`config.mk`:
```
export PLATFORM = sky130hd
export DESIGN_NAME = mul_seq_ctrl
export DESIGN_NICKNAME = d
export VERILOG_FILES = /design/src/rtl/mul_ctrl_pkg.sv /design/src/rtl/mul_lat_counter.sv /design/src/rtl/mul_seq_ctrl.sv
export SDC_FILE = /design/constraint.sdc
export NUM_CORES = 1
export LEC_CHECK = 0
export CELL_PAD_IN_SITES_DETAIL_PLACEMENT = 0
export CELL_PAD_IN_SITES_GLOBAL_PLACEMENT = 2
export CORE_ASPECT_RATIO = 2
export CORE_MARGIN = 4
export CORE_UTILIZATION = 25
export DETAILED_ROUTE_END_ITERATION = 7
export GPL_TIMING_DRIVEN = 0
export MAX_ROUTING_LAYER = met4
export PLACE_DENSITY_LB_ADDON = 0.1
export SLEW_MARGIN = 20
export SYNTH_ARGS = -nofsm -noshare
export SYNTH_HDL_FRONTEND = slang
export SYNTH_HIERARCHICAL = 1
export SYNTH_SLANG_ARGS = --single-unit
export TNS_END_PERCENT = 50
```
`constraint.sdc`:
```
create_clock -name CLK -period 2.15 [get_ports CLK]
set_input_delay 0.43 -clock CLK [delete_from_list [all_inputs] [get_ports CLK]]
set_output_delay 0.43 -clock CLK [all_outputs]
set_load 0.05 [all_outputs]
```
`src/rtl/mul_ctrl_pkg.sv`:
```
`default_nettype none
// ============================================================================
//  Module      : mul_ctrl_pkg
//  Description : Shared constants for the sequential multiplier controller:
//                FSM state encoding, default multiplier latency and the
//                width of the latency down-counter.
//  Revision    : 1.0 - initial release
// ============================================================================
package mul_ctrl_pkg;

    // Width of the latency counter; wide enough for MUL_LATENCY-1 up to 14
    localparam int unsigned c_CNT_W           = 4;

    // Cycles the multiplier inputs are held before the product is sampled
    localparam int unsigned c_MUL_LATENCY_DEF = 4;

    // FSM state encoding
    localparam logic [1:0]  c_ST_IDLE  = 2'd0;
    localparam logic [1:0]  c_ST_WAIT  = 2'd1;
    localparam logic [1:0]  c_ST_WB_LO = 2'd2;
    localparam logic [1:0]  c_ST_WB_HI = 2'd3;

endpackage : mul_ctrl_pkg
`default_nettype wire

```
`src/rtl/mul_lat_counter.sv`:
```
`default_nettype none
// ============================================================================
//  Module      : mul_lat_counter
//  Description : Loadable down-counter with a zero flag. Counts the cycles
//                the multiplier inputs must stay stable before capture.
//                Decrementing stops at zero.
//  Revision    : 1.0 - initial release
// ============================================================================
module mul_lat_counter #(
    parameter int unsigned CNT_W = 4
) (
    input  logic             clk,
    input  logic             rst,
    input  logic             load_i,
    input  logic [CNT_W-1:0] load_val_i,
    input  logic             dec_i,
    output logic             zero_o
);

    logic [CNT_W-1:0] cnt_q;
    logic [CNT_W-1:0] cnt_d;

    // Load has priority over decrement; saturate at zero
    always_comb begin
        cnt_d = cnt_q;
        if (load_i) begin
            cnt_d = load_val_i;
        end else if (dec_i && (cnt_q != '0)) begin
            cnt_d = cnt_q - CNT_W'(1);
        end
    end

    // Counter register
    always_ff @(posedge clk or posedge rst) begin
        if (rst) begin
            cnt_q <= '0;
        end else begin
            cnt_q <= cnt_d;
        end
    end

    assign zero_o = (cnt_q == '0);

endmodule : mul_lat_counter
`default_nettype wire

```
`src/rtl/mul_seq_ctrl.sv`:
```
`default_nettype none
// ============================================================================
//  Module      : mul_seq_ctrl
//  Description : Multi-cycle sequencer around the external combinational
//                8x8 multiplier. Latches operands/destination on START,
//                holds them for MUL_LATENCY cycles, captures the 16-bit
//                product and issues a register-file write-back.
//                Optional macro MUL_HI_WB_EN adds a second write-back of the
//                product's upper byte to DEST+1 (wrapping).
//  Revision    : 1.0 - initial release
// ============================================================================
module mul_seq_ctrl
    import mul_ctrl_pkg::*;
#(
    parameter int unsigned MUL_LATENCY = c_MUL_LATENCY_DEF,  // legal 1..15
    parameter int unsigned REG_ADDR_W  = 3
) (
    input  logic                  CLK,
    input  logic                  RESET,
    input  logic                  START,
    input  logic [7:0]            OP1,
    input  logic [7:0]            OP2,
    input  logic [REG_ADDR_W-1:0] DEST,
    output logic [7:0]            MUL_A,
    output logic [7:0]            MUL_B,
    input  logic [15:0]           MUL_PRODUCT,
    output logic                  BUSY,
    output logic [7:0]            WRITEDATA,
    output logic [REG_ADDR_W-1:0] WRITEREG,
    output logic                  WRITEENABLE,
    output logic                  OVF,
    output logic                  DONE
);

    // Without the high-byte write-back only the low byte needs storing;
    // the upper byte is summarised by OVF at capture time.
`ifdef MUL_HI_WB_EN
    localparam int unsigned c_RES_W = 16;
`else
    localparam int unsigned c_RES_W = 8;
`endif

    localparam logic [c_CNT_W-1:0] c_LOAD = c_CNT_W'(MUL_LATENCY - 1);

    logic [1:0]            state_q, state_d;
    logic [7:0]            a_q, a_d;
    logic [7:0]            b_q, b_d;
    logic [REG_ADDR_W-1:0] dest_q, dest_d;
    logic [c_RES_W-1:0]    result_q, result_d;
    logic                  ovf_q, ovf_d;
    logic                  busy_q;
    logic                  we_q, we_d;
    logic [7:0]            wdata_q, wdata_d;
    logic [REG_ADDR_W-1:0] wreg_q, wreg_d;
    logic                  done_q, done_d;

    logic                  w_accept;
    logic                  w_cnt_zero;
    logic                  w_capture;

    assign w_accept  = (state_q == c_ST_IDLE) && START;
    assign w_capture = (state_q == c_ST_WAIT) && w_cnt_zero;

    mul_lat_counter #(
        .CNT_W      (c_CNT_W)
    ) u_lat_cnt (
        .clk        (CLK),
        .rst        (RESET),
        .load_i     (w_accept),
        .load_val_i (c_LOAD),
        .dec_i      (state_q == c_ST_WAIT),
        .zero_o     (w_cnt_zero)
    );

    // State register
    always_ff @(posedge CLK or posedge RESET) begin
        if (RESET) begin
            state_q <= c_ST_IDLE;
        end else begin
            state_q <= state_d;
        end
    end

    // Next-state logic
    always_comb begin
        state_d = state_q;
        case (state_q)
            c_ST_IDLE:  if (START)      state_d = c_ST_WAIT;
            c_ST_WAIT:  if (w_cnt_zero) state_d = c_ST_WB_LO;
`ifdef MUL_HI_WB_EN
            c_ST_WB_LO: state_d = c_ST_WB_HI;
            c_ST_WB_HI: state_d = c_ST_IDLE;
`else
            c_ST_WB_LO: state_d = c_ST_IDLE;
`endif
            default:    state_d = c_ST_IDLE;
        endcase
    end

    // Operand/destination latch on accept, product capture at end of WAIT
    always_comb begin
        a_d      = a_q;
        b_d      = b_q;
        dest_d   = dest_q;
        result_d = result_q;
        ovf_d    = ovf_q;
        if (w_accept) begin
            a_d    = OP1;
            b_d    = OP2;
            dest_d = DEST;
        end
        if (w_capture) begin
            result_d = MUL_PRODUCT[c_RES_W-1:0];
            ovf_d    = |MUL_PRODUCT[15:8];
        end
    end

    // Write-back outputs, decoded from the state being entered so they
    // appear registered during the write-back cycle itself
    always_comb begin
        we_d    = 1'b0;
        wdata_d = 8'h00;
        wreg_d  = '0;
        done_d  = 1'b0;
        case (state_d)
            c_ST_WB_LO: begin
                we_d    = 1'b1;
                wdata_d = result_d[7:0];
                wreg_d  = dest_q;
`ifndef MUL_HI_WB_EN
                done_d  = 1'b1;
`endif
            end
`ifdef MUL_HI_WB_EN
            c_ST_WB_HI: begin
                we_d    = 1'b1;
                wdata_d = result_q[15:8];
                wreg_d  = dest_q + REG_ADDR_W'(1);
                done_d  = 1'b1;
            end
`endif
            default: ;
        endcase
    end

    // Datapath and output registers
    always_ff @(posedge CLK or posedge RESET) begin
        if (RESET) begin
            a_q      <= 8'h00;
            b_q      <= 8'h00;
            dest_q   <= '0;
            result_q <= '0;
            ovf_q    <= 1'b0;
            busy_q   <= 1'b0;
            we_q     <= 1'b0;
            wdata_q  <= 8'h00;
            wreg_q   <= '0;
            done_q   <= 1'b0;
        end else begin
            a_q      <= a_d;
            b_q      <= b_d;
            dest_q   <= dest_d;
            result_q <= result_d;
            ovf_q    <= ovf_d;
            busy_q   <= (state_d != c_ST_IDLE);
            we_q     <= we_d;
            wdata_q  <= wdata_d;
            wreg_q   <= wreg_d;
            done_q   <= done_d;
        end
    end

    assign MUL_A       = a_q;
    assign MUL_B       = b_q;
    assign BUSY        = busy_q;
    assign WRITEDATA   = wdata_q;
    assign WRITEREG    = wreg_q;
    assign WRITEENABLE = we_q;
    assign OVF         = ovf_q;
    assign DONE        = done_q;

endmodule : mul_seq_ctrl
`default_nettype wire

```
### Word level (Yosys, flattened, before mapping)

Cells that the tools add are included.

* word-level logic and storage cells: 32
* output and inout bits: 31
* input port bits: 38
* flip-flop bits (word level): 47

* reduce and logical (&&, ||, !) cells: 9
* equal/unequal tests: 2
* multiplexer cells: 9
* add/subtract/negate cells: 1

Operator list (number)
* 2-to-1 mux 8 bit: 2
* 2-to-1 mux 4 bit: 2
* OR reduction 8 bit: 1
* logical NOT 4 bit: 1
* 2-to-1 mux 2 bit: 2
* case mux 2 bit (2 select lines): 1
* nonzero test 2 bit: 2
* nonzero test 4 bit: 1
* subtractor 4 x 1 -> 4 bit (second input constant): 1
* logical AND 1 bit: 3
* 2-to-1 mux 3 bit: 1
* == test 2 x 1 -> 1 bit (second input constant): 1
* == test 2 bit (second input constant): 1
* logical NOT 2 bit: 1
* 2-to-1 mux 1 bit: 1

### Longest topological paths before layout

Gate-level depths: netlist of run 1.

* depth after elaboration: 5
* mapped depth: 8
* gate-level depth less buffers: 7

### Hierarchy

Netlist of run 1, hierarchy kept.

Modules (own cells, without submodules)
* mul_seq_ctrl: cells an instance 84, seq. area each 875.8 um^2, area each 1295.0 um^2, times used 1
* mul_lat_counter: cells an instance 28, seq. area each 100.1 um^2, area each 261.5 um^2, times used 1

### Worst setup path before layout of run 1

No wires, ideal clock.

* path type: flip-flop to flip-flop
* from: register u_lat_cnt.cnt_q[0]
* to: register ovf_q, in the netlist OVF
* clock period less this slack: 1.656 ns
* setup time: 0.133 ns
* arrival: 1.523 ns
* data required time: 2.017 ns
* cell stages (with the launch flop): 8
* path buffers: 1
* path slack: 0.494 ns
* path through: dfrtp_1 -> inv_1 -> ha_1 -> or3b_4 -> inv_1 -> and3b_4 -> buf_2 -> a31oi_1

* longest elaborated chain between the ends: 2

RTL lines
* start: declaration: line mul_lat_counter.sv:20 `logic [CNT_W-1:0] cnt_q;`
* start signal: assignment: line mul_lat_counter.sv:38 `cnt_q <= cnt_d;`
* logical NOT 4 bit: line mul_lat_counter.sv:42 `assign zero_o = (cnt_q == '0);`
* net w_cnt_zero: line mul_seq_ctrl.sv:58 `logic w_cnt_zero;`
* logical AND 1 bit: line mul_seq_ctrl.sv:62 `assign w_capture = (state_q == c_ST_WAIT) && w_cnt_zero;`
* end signal: assignment: line mul_seq_ctrl.sv:164 `ovf_q <= ovf_d;`
* end: declaration: line mul_seq_ctrl.sv:50 `logic ovf_q, ovf_d;`

The timed path passes the listed nets, and every way through them passes these cells.
A chain may end at the register's enable or synchronous reset.

### Final worst setup path of run 1

* from: input START
* to: register u_lat_cnt.cnt_q[3]

* longest elaborated chain between the ends: 2
* elaborated cells between the ends (all ways): 3
* classes of those cells: mux: 1; reduce/logical: 2

RTL lines
* start: declaration: line mul_seq_ctrl.sv:20 `input logic START,`
* logical AND 1 bit *: line mul_seq_ctrl.sv:61 `assign w_accept = (state_q == c_ST_IDLE) && START;`
* net w_accept: line mul_seq_ctrl.sv:57 `logic w_accept;`
* 2-to-1 mux 4 bit / nonzero test 2 bit (equally long branches)

The timed path passes the listed nets; every way through them passes the cells marked *.

==> results of run 1 <==
## logic make-up (layout without fill, tap and decap cells)
group | Yosys count | count (layout)
AOI/OAI and AO/OA | 10 | 10
buffers and inverters | 12 | 87
muxes | 19 | 19
other | 2 | 4
DFF | 39 | 39
and+or+nand+nor | 29 | 29
adders and majority gates | 1 | 1
## power groups by stage
stage,clock [mW],combinational (mW),sequential (mW)
3_3_place_gp,0,1.90,1.17
5_1_grt,0.863,2.02,1.21
6_report,0.817,1.91,1.18
4_1_cts,0.839,1.94,1.18
2_1_floorplan,0,0.596,1.88
3_5_place_dp,0,1.94,1.19
## cells in the final DEF (no fill, tap or decap), drive strengths merged, types with 2 or more instances in the layout
cell and instances:
clkbuf 6, nor3b 2, buf 5, o21ai 2, dfrtp 39, inv 6
clkdlybuf4s50 68, nand2 3, conb 4, a21oi 3, mux2 19, and3b 2
nor4 2, and2 11, nand2b 3
## worst register-to-register path, cell delays in order (launching register included)
cell and delay [ns]:
dfrtp_1 0.38, inv_1 0.10, ha_1 0.22, or3b_4 0.43, inv_1 0.11, and3b_4 0.21, buf_2 0.19, a31oi_1 0.10
## state kept, by name, indices dropped and copies added, names as in the netlist
register and flops:
OVF 1, u_lat_cnt/cnt_q 4, dest_q 3, state_q 2
WRITEDATA 8, MUL_B 8, WRITEREG 3, BUSY 1
MUL_A 8, DONE 1
## metal layers
metal	wire [um]	global-route usage, %	vias up
met4	51	3.65	0
met1	1290	10.5	533
met3	186	3.00	4
li1	-	-	523
met2	2120	18.9	40
met5	0	-	-
## worst paths after layout
check,start,to,depth (start not counted)
worst min register to register,dest_q[2]$_DFFE_PP0P_,WRITEREG[2]$_DFF_PP0_,1
worst max-delay path,START,u_lat_cnt/cnt_q[3]$_DFFE_PP0P_,6
min in group CLK,dest_q[2]$_DFFE_PP0P_,WRITEREG[2]$_DFF_PP0_,1
worst max register to register,u_lat_cnt/cnt_q[0]$_DFFE_PP0P_,OVF$_DFFE_PP0P_,7
max in group asynchronous,RESET,DONE$_DFF_PP0_,2
worst min-delay path,RESET,u_lat_cnt/cnt_q[1]$_DFFE_PP0P_,2
## final cells by class
cell class                      count  area share, %
Inverter                            6          0.906
Clock inverter                      2           1.51
Tap cell                           63           3.17
Buffer                              6           1.71
Clock buffer                        5           5.03
Sequential cell                    39           39.3
Multi-Input combinational cell     63           21.0
Timing Repair Buffer               68           27.4
## through the flow
step                std cells  TNS (ns)  area [um2]  util [%]
global placement          245    -0.115        2320      38.7
global route              252         0        2490      41.4
CTS                       252         0        2490      41.4
detailed placement        245    -0.144        2320      38.7
floorplan                 114         0        1560         -
finish                    252         0        2490      41.4
==> results by group, run 1 <==
Status
  • Status: finished clean

Floorplanning
  • Row cnt: 40
  • IO Pins: 69
  • Die H: between 100 and 150 um
  • CORE AREA: ~6000 um2
  • Initial Utilization: approximately a quarter
  • Total Die Area: around 7600 um2
  • DIE WIDTH: ~64 um

Synth
  • Main combinational cell family by area after synthesis: simple AND/OR/NAND/NOR gates
  • Mapped Cells: roughly 110
  • Top-count cell post-synth: dfrtp_1
  • Post-synth top cells: dfrtp_1, mux2_2, and2_1
  • Top area cells in the synthesized netlist: dfrtp_1, mux2_2, and2_1
  • Post-synth top area cell: dfrtp_1
  • Xor/xnor share of the synthesized area: 0%
  • Ys Warns: 6
  • Post-synth ARST share: 100%
  • Post-Synth Adder-Cell Area: less than 1%
  • Share of the synthesized area in the top cell type: around 63%
  • Post-synthesis compound-gate area fraction: ~4.3%
  • Dominant synthesized flop cell: dfrtp_1
  • Simple-gate portion of the synthesized area: ~14%
  • Mapped Avg Cell Area: 13.9 um2
  • Unique masters post-synth: 31
  • Post-synthesis mux area share: a little over an eighth
  • EDFF count, synth: 0
  • Mapped cell area: 1560 um2
  • Sequential fraction of the synthesis area: a little over three fifths
  • Register bit count reported by yosys: 39

Drt
  • DRT iter0 DRCs: 18
  • Via count: approximately 1,100
  • Drt total wl: 3650 um
  • Per-cell routed wire length: ~14 um
  • Drt drc: 0
  • Initial DRT Pass Iterations: 3
  • Post-DRT Antenna Nets: 0
  • Via/cell ratio: roughly 4.4

Power and ir drop
  • Switching power: 1.57 mW
  • Worst vdd ir: roughly 0.00053 V
  • Power per cell area: between 1500 and 2000 nW/um2
  • Leak: 1.07 nW
  • P_int: roughly 2.3 mW
  • Reg power frac: 30.1%
  • Combinational Power Share: about half
  • Total power: 3.90 mW
  • Clock group share of total power: between 20% and 30%
  • Sw frac: 40.1%

Placed design
  • Placer's final routability congestion estimate: roughly 0.64
  • # port buffers: 68
  • Pre-CTS setup slack: -0.144 ns
  • Dpl hpwl: roughly 2900 um

Setup path
  • Worst R2R Setup Slack: approximately 0.28 ns
  • Worst path bufs/invs: 3
  • Crit path kind: input port to register
  • Critical path, cell by cell: clkdlybuf4s50_1, nor3b_4, buf_4, clkbuf_1, nor3_1, a221o_1
  • Critical Path RT: approximately 2.3 ns
  • Crit-path max cell delay: 0.47 ns
  • Startpoint types: input port
  • CP arrival: 2.15 ns
  • Slowest CP cell: clkdlybuf4s50_1
  • CP endpoint kind: register
  • Cell family with most CP delay: buffers and inverters
  • Worst-path fanout max: 10

Finish
  • Area growth syn-to-layout: 59.7%
  • FF+latch area: roughly 980 um2
  • Fill cells: roughly 590
  • Antenna diodes: 0
  • Multi-input gate area: 523 um2
  • Layout cell share with drive strength beyond 1: a little under a fifth
  • Final net count: between 200 and 250

Global route
  • Largest net degree at the start of global routing: 36
  • First-pass GRT wire length: about 6100 um
  • Total GRT Usage: 10.5%
  • Global route total overflow: 0
  • Number of global-route vias before repair: roughly 1,300
  • Initial antenna violation count: 0

STA
  • Worst hold slack: 0.398 ns
  • RSZ-0062 raised after global routing: no
  • Fin. Hold Viols: 0
  • Fmax: approximately 0.5 GHz
  • Final setup margin: between 0.15 and 0.2 ns
  • Setup Viol. Count Final: 0
  • Final worst-path cycle share: between 90% and 100%
  • Worst slew margin: roughly 50%
  • Slew Viols, Final: 0
  • Clock skew: 0.00720 ns
  • Minimum clock period: 1.99 ns
  • Worst-Margin Slew: ~0.73 ns

Clocking
  • Hold buffers post-CTS: 0
  • Setup repair bufs after CTS: 0
  • Reg clk slew, reported paths: approximately 0.05 ns
  • Post-cts sizing count: 0
  • Root buf cell: clkbuf_16
  • CTS tree: built
  • H-tree depth: 2
  • Cts bufs inserted: 5
  • CTS sink cnt: 39
  • CTS max path bufs: 2
  • Clk Latency, worst-skew pair: about 0.28 ns

Worst hold path
  • Worst hold path type: input port to async pin

Run
  • Max Cap Viol: 0
Note: power is estimated with default switching activity, not from simulation.
==> run 2, diff against run 1 <==
--- a/config.mk
+++ b/config.mk
@@ -5,6 +5,7 @@
 export SDC_FILE = /design/constraint.sdc
 export NUM_CORES = 1
 export LEC_CHECK = 0
+export ABC_CLOCK_PERIOD_IN_PS = 2150
 export CELL_PAD_IN_SITES_DETAIL_PLACEMENT = 0
 export CELL_PAD_IN_SITES_GLOBAL_PLACEMENT = 2
 export CORE_ASPECT_RATIO = 2
==> results of run 2 <==
No change in the layout: final DEF, timing and power equal those of run 1.
